[src/rtl/x86_state_reader_pkg.sv]
// Shared architectural-state types for the x86 state reader slice.
package x86_state_reader_pkg;

  localparam int unsigned NREG  = 4;
  localparam int unsigned REG_W = 32;
  localparam int unsigned IDX_W = $clog2(NREG);

  typedef struct packed {
    logic [NREG-1:0][REG_W-1:0] r;
  } x86_t;

endpackage

[src/rtl/x86_state_reader_prio_enc.sv]
// Lowest-set-bit priority encoder over a register dirty mask.
module x86_prio_enc
  import x86_state_reader_pkg::*;
#(
  parameter int unsigned N   = NREG,
  parameter int unsigned IW  = IDX_W
) (
  input  logic [N-1:0]  mask,
  output logic [IW-1:0] idx,
  output logic          any
);

  always_comb begin
    idx = '0;
    any = 1'b0;
    for (int unsigned i = 0; i < N; i++) begin
      if (mask[i] && !any) begin
        idx = IW'(i);
        any = 1'b1;
      end
    end
  end

endmodule

[src/rtl/x86_state_reader.sv]
// Emits one record per changed register (or all registers on flush) as a
// valid/ready stream, taken from a snapshot frozen at burst start.
module x86_state_reader
  import x86_state_reader_pkg::*;
(
  input  logic             clk,
  input  logic             rst,
  input  x86_t             v,
  input  logic             flush,
  output logic             o_valid,
  input  logic             o_ready,
  output logic [IDX_W-1:0] o_idx,
  output logic [REG_W-1:0] o_data,
  output logic             busy,
  output logic [15:0]      rec_cnt
);

  typedef enum logic {IDLE, SEND} state_e;

  state_e          state_q, state_d;
  x86_t            snap_q, snap_d;
  logic [NREG-1:0] mask_q, mask_d;
  logic            pend_flush_q, pend_flush_d;
  logic [15:0]     rec_cnt_q, rec_cnt_d;

  logic [NREG-1:0]  diff;
  logic [IDX_W-1:0] enc_idx;
  logic             enc_any;

  x86_prio_enc #(
    .N  (NREG),
    .IW (IDX_W)
  ) u_prio_enc (
    .mask (mask_q),
    .idx  (enc_idx),
    .any  (enc_any)
  );

  always_comb begin
    diff = '0;
    for (int unsigned i = 0; i < NREG; i++) begin
      diff[i] = (v.r[i] != snap_q.r[i]);
    end
  end

  always_comb begin
    state_d      = state_q;
    snap_d       = snap_q;
    mask_d       = mask_q;
    pend_flush_d = pend_flush_q;
    rec_cnt_d    = rec_cnt_q;
    o_valid      = 1'b0;
    o_idx        = '0;
    o_data       = '0;
    busy         = 1'b0;

    unique case (state_q)
      IDLE: begin
        if (flush || pend_flush_q) begin
          mask_d       = '1;
          snap_d       = v;
          pend_flush_d = 1'b0;
          state_d      = SEND;
        end else if (diff != '0) begin
          mask_d  = diff;
          snap_d  = v;
          state_d = SEND;
        end
      end
      SEND: begin
        busy    = 1'b1;
        o_valid = enc_any;
        o_idx   = enc_idx;
        o_data  = snap_q.r[enc_idx];
        // Flushes arriving mid-burst collapse into a single pending request.
        if (flush) pend_flush_d = 1'b1;
        if (o_ready && enc_any) begin
          mask_d    = mask_q & ~(NREG'(1) << enc_idx);
          rec_cnt_d = rec_cnt_q + 16'd1;
          if (mask_d == '0) state_d = IDLE;
        end
      end
      default: state_d = IDLE;
    endcase
  end

  always_ff @(posedge clk or negedge rst) begin
    if (!rst) begin
      state_q      <= IDLE;
      snap_q       <= '0;
      mask_q       <= '0;
      pend_flush_q <= 1'b0;
      rec_cnt_q    <= '0;
    end else begin
      state_q      <= state_d;
      snap_q       <= snap_d;
      mask_q       <= mask_d;
      pend_flush_q <= pend_flush_d;
      rec_cnt_q    <= rec_cnt_d;
    end
  end

  assign rec_cnt = rec_cnt_q;

endmodule

[config.mk]
export PLATFORM = sky130hd
export DESIGN_NAME = x86_state_reader
export DESIGN_NICKNAME = d
export VERILOG_FILES = /design/src/rtl/x86_state_reader_pkg.sv /design/src/rtl/x86_state_reader_prio_enc.sv /design/src/rtl/x86_state_reader.sv
export SDC_FILE = /design/constraint.sdc
export NUM_CORES = 1
export LEC_CHECK = 0
export ABC_AREA = 1
export CAP_MARGIN = 20
export CORE_MARGIN = 2
export CORE_UTILIZATION = 39
export CTS_BUF_LIST = sky130_fd_sc_hd__clkbuf_4 sky130_fd_sc_hd__clkbuf_8
export DETAILED_ROUTE_END_ITERATION = 8
export GPL_ROUTABILITY_DRIVEN = 0
export PLACE_DENSITY_LB_ADDON = 0.3
export SLEW_MARGIN = 5
export SYNTH_ARGS = -nofsm -noshare
export SYNTH_HDL_FRONTEND = slang
export SYNTH_SLANG_ARGS = --single-unit
[constraint.sdc]
create_clock -name clk -period 1.85 [get_ports clk]
set_clock_uncertainty 0.2 [all_clocks]
set_input_delay 0.37 -clock clk [delete_from_list [all_inputs] [get_ports clk]]
set_output_delay 0.37 -clock clk [all_outputs]
set_load 0.01 [all_outputs]
After elaboration in Yosys (flattened, before gate mapping)
Index checks and enable logic that the tools add are counted.

Flip-flop bits (word level): 150. Bits of input ports: 132. Output and inout port bits: 52.

Add/sub/neg operators: 1. Magnitude comparators: 1. Equal/unequal tests: 8. Shifts and indexed selects: 1. Muxes and demuxes: 27. Bitwise logic cells: 3. Reductions and logical operators: 15.

Operators with widths (count): two-way mux 128 bit (2); != test 32 bit (4); binary-select mux 32 bit (select 2 bit) (1); two-way mux 32 bit (2); adder 16 x 1 -> 16 bit, second input constant (1); two-way mux 1 bit (13); two-way mux 4 bit (3); case mux 4 bit (2 select lines) (1); AND reduction 2 bit (4); two-way mux 2 bit (3); AND 4 bit (1); logical AND 1 bit (4); zero test 4 bit (1); != test 2 bit, second input constant (2); NOT 4 bit (1); case mux 1 bit (2 select lines) (2); nonzero test 4 bit (1); << shifter 1 x 2 -> 4 bit, first input constant (1); zero test 1 bit (3); < comparator 2 x 3 -> 1 bit, second input constant (1); != test 3 bit, second input constant (1); != test 2 x 1 -> 1 bit, second input constant (1); nonzero test 2 bit (1); logical OR 1 bit (1); NOT 1 bit (1).

Depth between registers and ports, before layout
Gate-level depths: netlist (run 1).

Depth in word-level cells: 17. Depth in mapped cells: 15. Mapped depth without buffers: 14.

Cells and area by module
A second synthesis (run 1) with hierarchy kept.

Cell total of the unflattened synthesis: 1096. Area, all modules: 8549.4 um^2.

Modules (own cells, without submodules): x86_state_reader (instances 1, cells each 1087, area an instance 8500.7 um^2, seq. area each 3753.6 um^2); x86_prio_enc (instances 1, cells each 9, area an instance 48.8 um^2, seq. area each 0.0 um^2).

Worst setup path before layout (run 1)
No wires, ideal clock.

Kind: register to output. From: reg mask_q[0]. To: out o_data[12]. Arrival: 1.584 ns. Required time: 1.280 ns. Path slack: -0.304 ns. Cell stages (with the launch flop): 8. Path buffers: 1. Cells stage by stage: dfrtp_1 -> nor2_2 -> nand2_1 -> inv_2 -> clkbuf_1 -> a22o_1 -> a21oi_1 -> a21oi_1.

Longest elaborated chain between the ends: 13.

Ends and longest elaborated chain: from (decl) (line x86_state_reader.sv:22) `logic [NREG-1:0] mask_q, mask_d;`; from (signal assigned) (line x86_state_reader.sv:97) `mask_q <= mask_d;`; two-way mux 1 bit (*) (line x86_state_reader_prio_enc.sv:17) `if (mask[i] && !any) begin`; zero test 1 bit (line x86_state_reader_prio_enc.sv:17); logical AND 1 bit (line x86_state_reader_prio_enc.sv:17); two-way mux 1 bit (line x86_state_reader_prio_enc.sv:17); zero test 1 bit (line x86_state_reader_prio_enc.sv:17); logical AND 1 bit (line x86_state_reader_prio_enc.sv:17); two-way mux 1 bit (line x86_state_reader_prio_enc.sv:17); zero test 1 bit (line x86_state_reader_prio_enc.sv:17); logical AND 1 bit (line x86_state_reader_prio_enc.sv:17); two-way mux 2 bit (*) (line x86_state_reader_prio_enc.sv:17); binary-select mux 32 bit (select 2 bit) (*) (line x86_state_reader.sv:74) `o_data = snap_q.r[enc_idx];`; two-way mux 32 bit (not written as such) (*) (line x86_state_reader.sv:74); two-way mux 32 bit (*) (line x86_state_reader.sv:57) `unique case (state_q)`; to (decl) (line x86_state_reader.sv:13) `output logic [REG_W-1:0] o_data,`.

Every way passes the cells marked *; elsewhere a longest branch is shown, timed or not. The select of a mux whose other input is x is not followed.

Worst setup path after layout (run 1)
From: reg mask_q[0]. To: out o_data[26].

Same word-level chain as after synthesis.

==> flow_summary.ini, run 1 <==
[finish]
final_core_util = 0.737
fin_cells = 1861
layout-drive-gt1-share = 0.485
nFillCells = 1289
syn2layout_area_growth_pct = 86.8
stdcell_area_um2 = 16000
finalNetCount = 1700

[synth]
synth_top_area_cell = dfrtp_1
ys_async_sr_fraction = 1.00
synth_flop_cell = dfrtp_1
mappedNetlistArea_um2 = 8560
ys_ff_latch = 150
synth_area_leaders = dfrtp_1 44%, nand2_1 19%, xnor2_1 11%, nand3_1 7.5%, nor2_1 2.9%
synth_edf_count = 0
synth.avg_cell_area_um2 = 7.65
yosysWarnings = 0
ys_types = 29
syn_nets = 1251
synth_seq_area_share = 0.439
yosysTopAreaCellShare = 0.439
synthCells = 1118

[cts]
cts_max_level = 4
path_clk_slew_ps = 90
cts_tree = built
cts.sinks = 150
cts_buffers = 17
cts_buffer_depth = 2
clock_latency_ps = 490
cts-root-buf = clkbuf_8

[sta]
setup_slack_ps = -1220
post-route-min-period_ps = 3070
fin_setup_tns_ps = -127100
finalSetupViolations = 185
tightest_slew_ps = 632
holdWs_ps = 114
slew_viol_final = 0
slew_headroom = 0.568
period_share = 1.66
rsz0062_at_grt = yes
hold_viol = 0
timing.fmax_ghz = 0.325

[floorplanning]
start_util = 0.395
ios = 184
dieArea_um2 = 23100
die_h_um = 152
coreArea_um2 = 21700
rows = 54
die_x_um = 152

[setup_path]
crit_fanout = 5
crit_slowest_cell = dfrtp_2
crit_type = flop to output pin
slowest_delay_ps = 470
critPathArrivalTime_ps = 2500
cp-end-kind = output pin
cp-start-kind = flop
crit_chain = buf_6, nor2_4, inv_4, buf_4, nor2_1, a221oi_1, a21oi_4, buf_2
cp.required_ps = 1280

[placed_design]
placed_cells = 1715
dpl_cell_area_um2 = 12300
port_buffers = 183
dp_hpwl_mm = 22.9

[routing]
postRouteAntennaNets = 0
drt_wl_total_mm = 47.1
vias = 11184
dr.pass1.iters = 9
route.detailed.drc = 0
avgRoutedWirePerCell_um = 25.3
viasPerCell = 6.01
drt_iter0_markers = 1779

[global_route]
grt_first_pass_wirelength_mm = 60.9
antenna_found_initial = 1
grt_usage = 0.343
overflow = 0
grt_pass1_vias = 10581
grt_max_degree = 38

[power_and_ir_drop]
p_comb_frac = 0.115
power_frac_clock = 0.382
p_leak_nw = 7.48
switching_share = 0.285
p_switching_mw = 1.86
ir_drop_v = 0.000475
p_int_mw = 4.66
seqPwrFrac = 0.503
pwr_density_cell_nw_per_um2 = 408

[run]
maxCapViolCount = 0

[status]
violations = negative setup slack
outcome = complete, but fails checks

[min_path]
hold_path.class = input port to flop
## layer usage
layer | share of wire | global-route usage | vias to the layer above | wire length, um
met4 | 0.098 | 0.232 | 0 | 4630
met2 | 0.43 | 0.522 | 1000 | 20300
met3 | 0.12 | 0.0776 | 366 | 5850
met5 | 0 | 0 | - | 0
li1 | - | - | 4502 | -
met1 | 0.35 | 0.437 | 5316 | 16300
## cell families (layout without fill, tap and decap cells)
kind of cell | count (synthesis) | count (layout) | share of synthesized area
and+or+nand+nor | 634 | 635 | 0.303
DFF | 150 | 150 | 0.439
AOI/OAI and AO/OA | 101 | 101 | 0.0735
adders and majority gates | 1 | 1 | 0.00146
xor gates and xnor gates | 127 | 127 | 0.130
buffers and inverters | 105 | 566 | 0.0537
other | 0 | 1 | 0
## metrics by stage
step                      power, mW  setup slack [ps]
after global routing           6.64             -1190
after floorplan                3.50             -53.0
after global placement         4.01              -940
after detailed placement       4.01              -970
after CTS                      6.39              -893
final                          6.51             -1220
## critical path, delay by kind of cell (launching register included)
| kind | cells | cell delay, ps |
|---|---|---|
| AO/OA/AOI/OAI | 2 | 450 |
| buffers and inverters | 4 | 520 |
| flip-flops | 1 | 470 |
| AND/OR/NAND/NOR | 2 | 590 |
## cell type report
cell class | count | area [um^2] | share of cell area
Clock inverter | 13 | 97.6 | 0.00611
Sequential cell | 150 | 3770 | 0.236
Antenna cell | 1 | 2.50 | 0.000157
Timing Repair Buffer | 484 | 5030 | 0.315
Clock buffer | 19 | 255 | 0.0160
Multi-Input combinational cell | 864 | 6270 | 0.392
Tap cell | 280 | 350 | 0.0219
Inverter | 50 | 214 | 0.0134
## worst paths after layout
| kind | to | cells past startpoint | startpoint | slack, ps |
|---|---|---|---|---|
| min reg2reg | rec_cnt[15] | 1 | rec_cnt[15] | 270 |
| max reg2reg | snap_q[80] | 13 | snap_q[37] | -800 |
| max in group asynchronous | snap_q[75] | 3 | rst | 590 |
| min | snap_q[65] | 3 | v[65] | 110 |
| min in group asynchronous | snap_q[50] | 2 | rst | 190 |
| max | o_data[26] | 8 | mask_q[0] | -1220 |
## sequential cells by signal, summed over array words and instances (netlist names)
register      flops
mask_q            4
pend_flush_q      1
rec_cnt          16
snap_q          128
state_q           1
## power by group through the flow
stage	Combinational (mW)	Clock [mW]	Sequential, mW
finish	0.751	2.49	3.28
global route	0.790	2.57	3.28
CTS	0.697	2.42	3.28
detailed placement	0.674	0	3.34
global placement	0.673	0	3.34
floorplan	0.161	0	3.34
## placed cells by master (no fill, tap or decap), types with 7 or more instances in the layout
master,netlist,routed
buf_2,16,27
nand2_2,3,118
a21oi_2,0,31
clkdlybuf4s50_1,0,126
clkbuf_8,0,18
buf_8,0,8
inv_2,7,7
nand3_1,128,67
dlygate4sd2_1,0,17
buf_16,0,21
nand2_4,0,79
nand2_1,426,231
a21oi_4,0,11
inv_1,43,37
o21ai_2,0,13
xor2_1,15,15
nand3_2,2,55
buf_12,0,35
buf_6,1,22
a22o_4,0,12
xnor2_2,0,8
nor2_1,67,43
dfrtp_2,0,10
buf_4,10,212
xnor2_1,112,104
dfrtp_1,150,140
nor2_4,2,12
nand3_4,0,8
nor2_2,3,17
## what timing repair did
item                                    in CTS  in global routing
cloned                                      35                  6
setup buffers                               64                 29
pin swaps                                   90                 89
resized for setup                          412                298
hold buffers                                 1                  0
endpoints found under the setup margin     191                186
endpoints found under the hold margin       75                  0
## Yosys cell counts, types with 4 or more instances
master,n
nand2_1,426
dfrtp_1,150
nand3_1,128
xnor2_1,112
nor2_1,67
a21oi_1,47
inv_1,43
o21ai_0,18
buf_2,16
clkbuf_1,16
a22o_1,15
xor2_1,15
buf_1,12
buf_4,10
a221oi_1,8
inv_2,7
a41oi_1,4
Note: power is estimated with default switching activity, not from simulation.
==> inputs of run 2 (changes only) <==
- CTS_CLUSTER_DIAMETER: unset -> 40
==> results of run 2 <==
The final DEF is identical to that of run 1; final timing and power are the same.
==> inputs of run 3 (changes only) <==
- PLACE_DENSITY: unset -> 0.76
- PLACE_DENSITY_LB_ADDON: 0.3 -> unset
==> run 3 against run 2 <==
  * The run still ends with negative setup slack left
  * Non-clock buffer count shrank 5
  * Cell area grew 1.8%
  * First-iteration DRC count fell by 17%
  * Total power increased by 9.4%
  * Clock power is 24% higher
  * Die area is the same
  * Register-to-register slack got worse by 250 ps
  * Flip-flop and latch count unchanged
  * Global-route usage grew 1.7 points
  * Via count up 4.7%
  * Routed wire length grew 7.9%
  * Hold slack got worse by 24 ps
  * Largest cell class unchanged
==> flow_summary.ini, run 3 (synthesis gave the netlist of run 1 again) <==
[cts]
cts.sinks = 150
cts_tree = built
clock_latency_ps = 500
cts-root-buf = clkbuf_8
path_clk_slew_ps = 100
cts_buffers = 17
cts_max_level = 4
cts_buffer_depth = 2

[min_path]
hold_path.class = input port to flop
hold_path_depth = 3
hold-path-endpoint = snap_q[95]
hold_start = v[95]

[sta]
tightest_slew_ps = 594
fin_setup_tns_ps = -151630
slew_headroom = 0.594
timing.fmax_ghz = 0.338
rsz0062_at_grt = yes
slew_viol_final = 0
holdWs_ps = 90.2
hold_viol = 0
period_share = 1.60
post-route-min-period_ps = 2960
setup_slack_ps = -1110
finalSetupViolations = 180

[routing]
drt_iter0_markers = 1483
route.detailed.drc = 0
postRouteAntennaNets = 0
avgRoutedWirePerCell_um = 27.3
vias = 11708
viasPerCell = 6.30
drt_wl_total_mm = 50.8
dr.pass1.iters = 6

[global_route]
grt_pass1_vias = 11477
grt_first_pass_wirelength_mm = 64.6
grt_usage = 0.360
overflow = 0
grt_max_degree = 41
antenna_found_initial = 4

[placed_design]
dp_hpwl_mm = 22.9
port_buffers = 183
dpl_cell_area_um2 = 12200
placed_cells = 1715

[finish]
layout-drive-gt1-share = 0.519
nFillCells = 1185
top_register = snap_q
finalNetCount = 1695
stdcell_area_um2 = 16300
final_cell_mix = 220 x nand2_1, 210 x buf_4, 143 x dfrtp_1
syn2layout_area_growth_pct = 90.1
final_common_cell = nand2_1
fin_cells = 1859
largest_reg_flops = 128

[status]
outcome = complete, but fails checks
violations = negative setup slack

[run]
maxCapViolCount = 0

[setup_path]
crit_type = flop to output pin
reg2reg_to = snap_q[121]
r2r_start = snap_q[104]
cp-end-kind = output pin
crit_fanout = 11
rr_worst_depth = 12
r2r_slack_ps = -1050
critPathArrivalTime_ps = 2390
cp-start-kind = flop
cp.required_ps = 1280

[power_and_ir_drop]
ir_drop_v = 0.000401
power_mw = 7.13
pwr_density_cell_nw_per_um2 = 438
p_leak_nw = 7.48

[floorplanning]
coreArea_um2 = 21700
die_h_um = 152
rows = 54
start_util = 0.395
dieArea_um2 = 23100
die_x_um = 152
ios = 184
run 3: cell count changes in the layout (fill, tap and decap cells not counted), sizes merged:
| cell | before | now |
|---|---|---|
| clkdlybuf4s15 | 3 | 0 |
| buf | 325 | 329 |
| clkdlybuf4s50 | 126 | 128 |
| clkinv | 9 | 5 |
| bufbuf | 1 | 0 |
| dlygate4sd2 | 17 | 15 |
| bufinv | 0 | 4 |
| clkbuf | 28 | 23 |
| diode | 1 | 4 |
run 3: worst max path at each step:
stage | from | endpoint
3_5_place_dp | v[2] | mask_q[1]
2_1_floorplan | mask_q[1] | o_data[12]
3_3_place_gp | mask_q[1] | o_data[23]
4_1_cts | mask_q[0] | o_data[11]
6_report | mask_q[1] | o_data[9]
5_1_grt | mask_q[1] | o_data[29]
run 3: per-layer routing:
metal  GRT usage  part of all wire
met5           0           0.00043
met4       0.239              0.11
met2       0.578              0.44
met1       0.406              0.32
met3       0.126              0.13
run 3: final cells by class:
cell class	count	area, um^2	share of cell area
inverters	50	214	0.0131
multi-input cells	864	6580	0.404
diodes	4	10.0	0.000615
flip-flops and latches	150	3760	0.231
well taps	280	350	0.0215
repair buffers	479	4900	0.301
clock buffers	19	255	0.0157
clock inverters	13	194	0.0119
run 3: report_power, final:
group          total, mW         switching [mW]  internal (mW)
clock               3.08                   1.54           1.54
sequential          3.28  0.0000000000000000432           3.28
combinational      0.775                  0.387          0.388
total               7.13                   1.92           5.20
run 3: what timing repair did:
| action | in CTS | in global routing |
|---|---|---|
| resized for setup | 473 | 340 |
| gates cloned | 36 | 2 |
| hold buffers | 1 | 0 |
| hold endpoints to repair | 62 | 0 |
| setup endpoints to repair | 191 | 182 |
| pin swaps | 93 | 121 |
| buffers inserted | 62 | 32 |
run 3: critical path, stage by stage (launching register included):
cell	delay, ps
dfrtp_2	470
nor2_4	230
nand3_4	180
inv_6	130
buf_12	140
buf_4	130
nand2_1	200
a41oi_2	230
buf_2	170
run 3: metrics by stage:
step | setup WS (ps) | util
after floorplan | -53.0 | -
after global placement | -822 | 0.564
after detailed placement | -839 | 0.564
after CTS | -901 | 0.700
after global routing | -1130 | 0.750
final | -1110 | 0.750
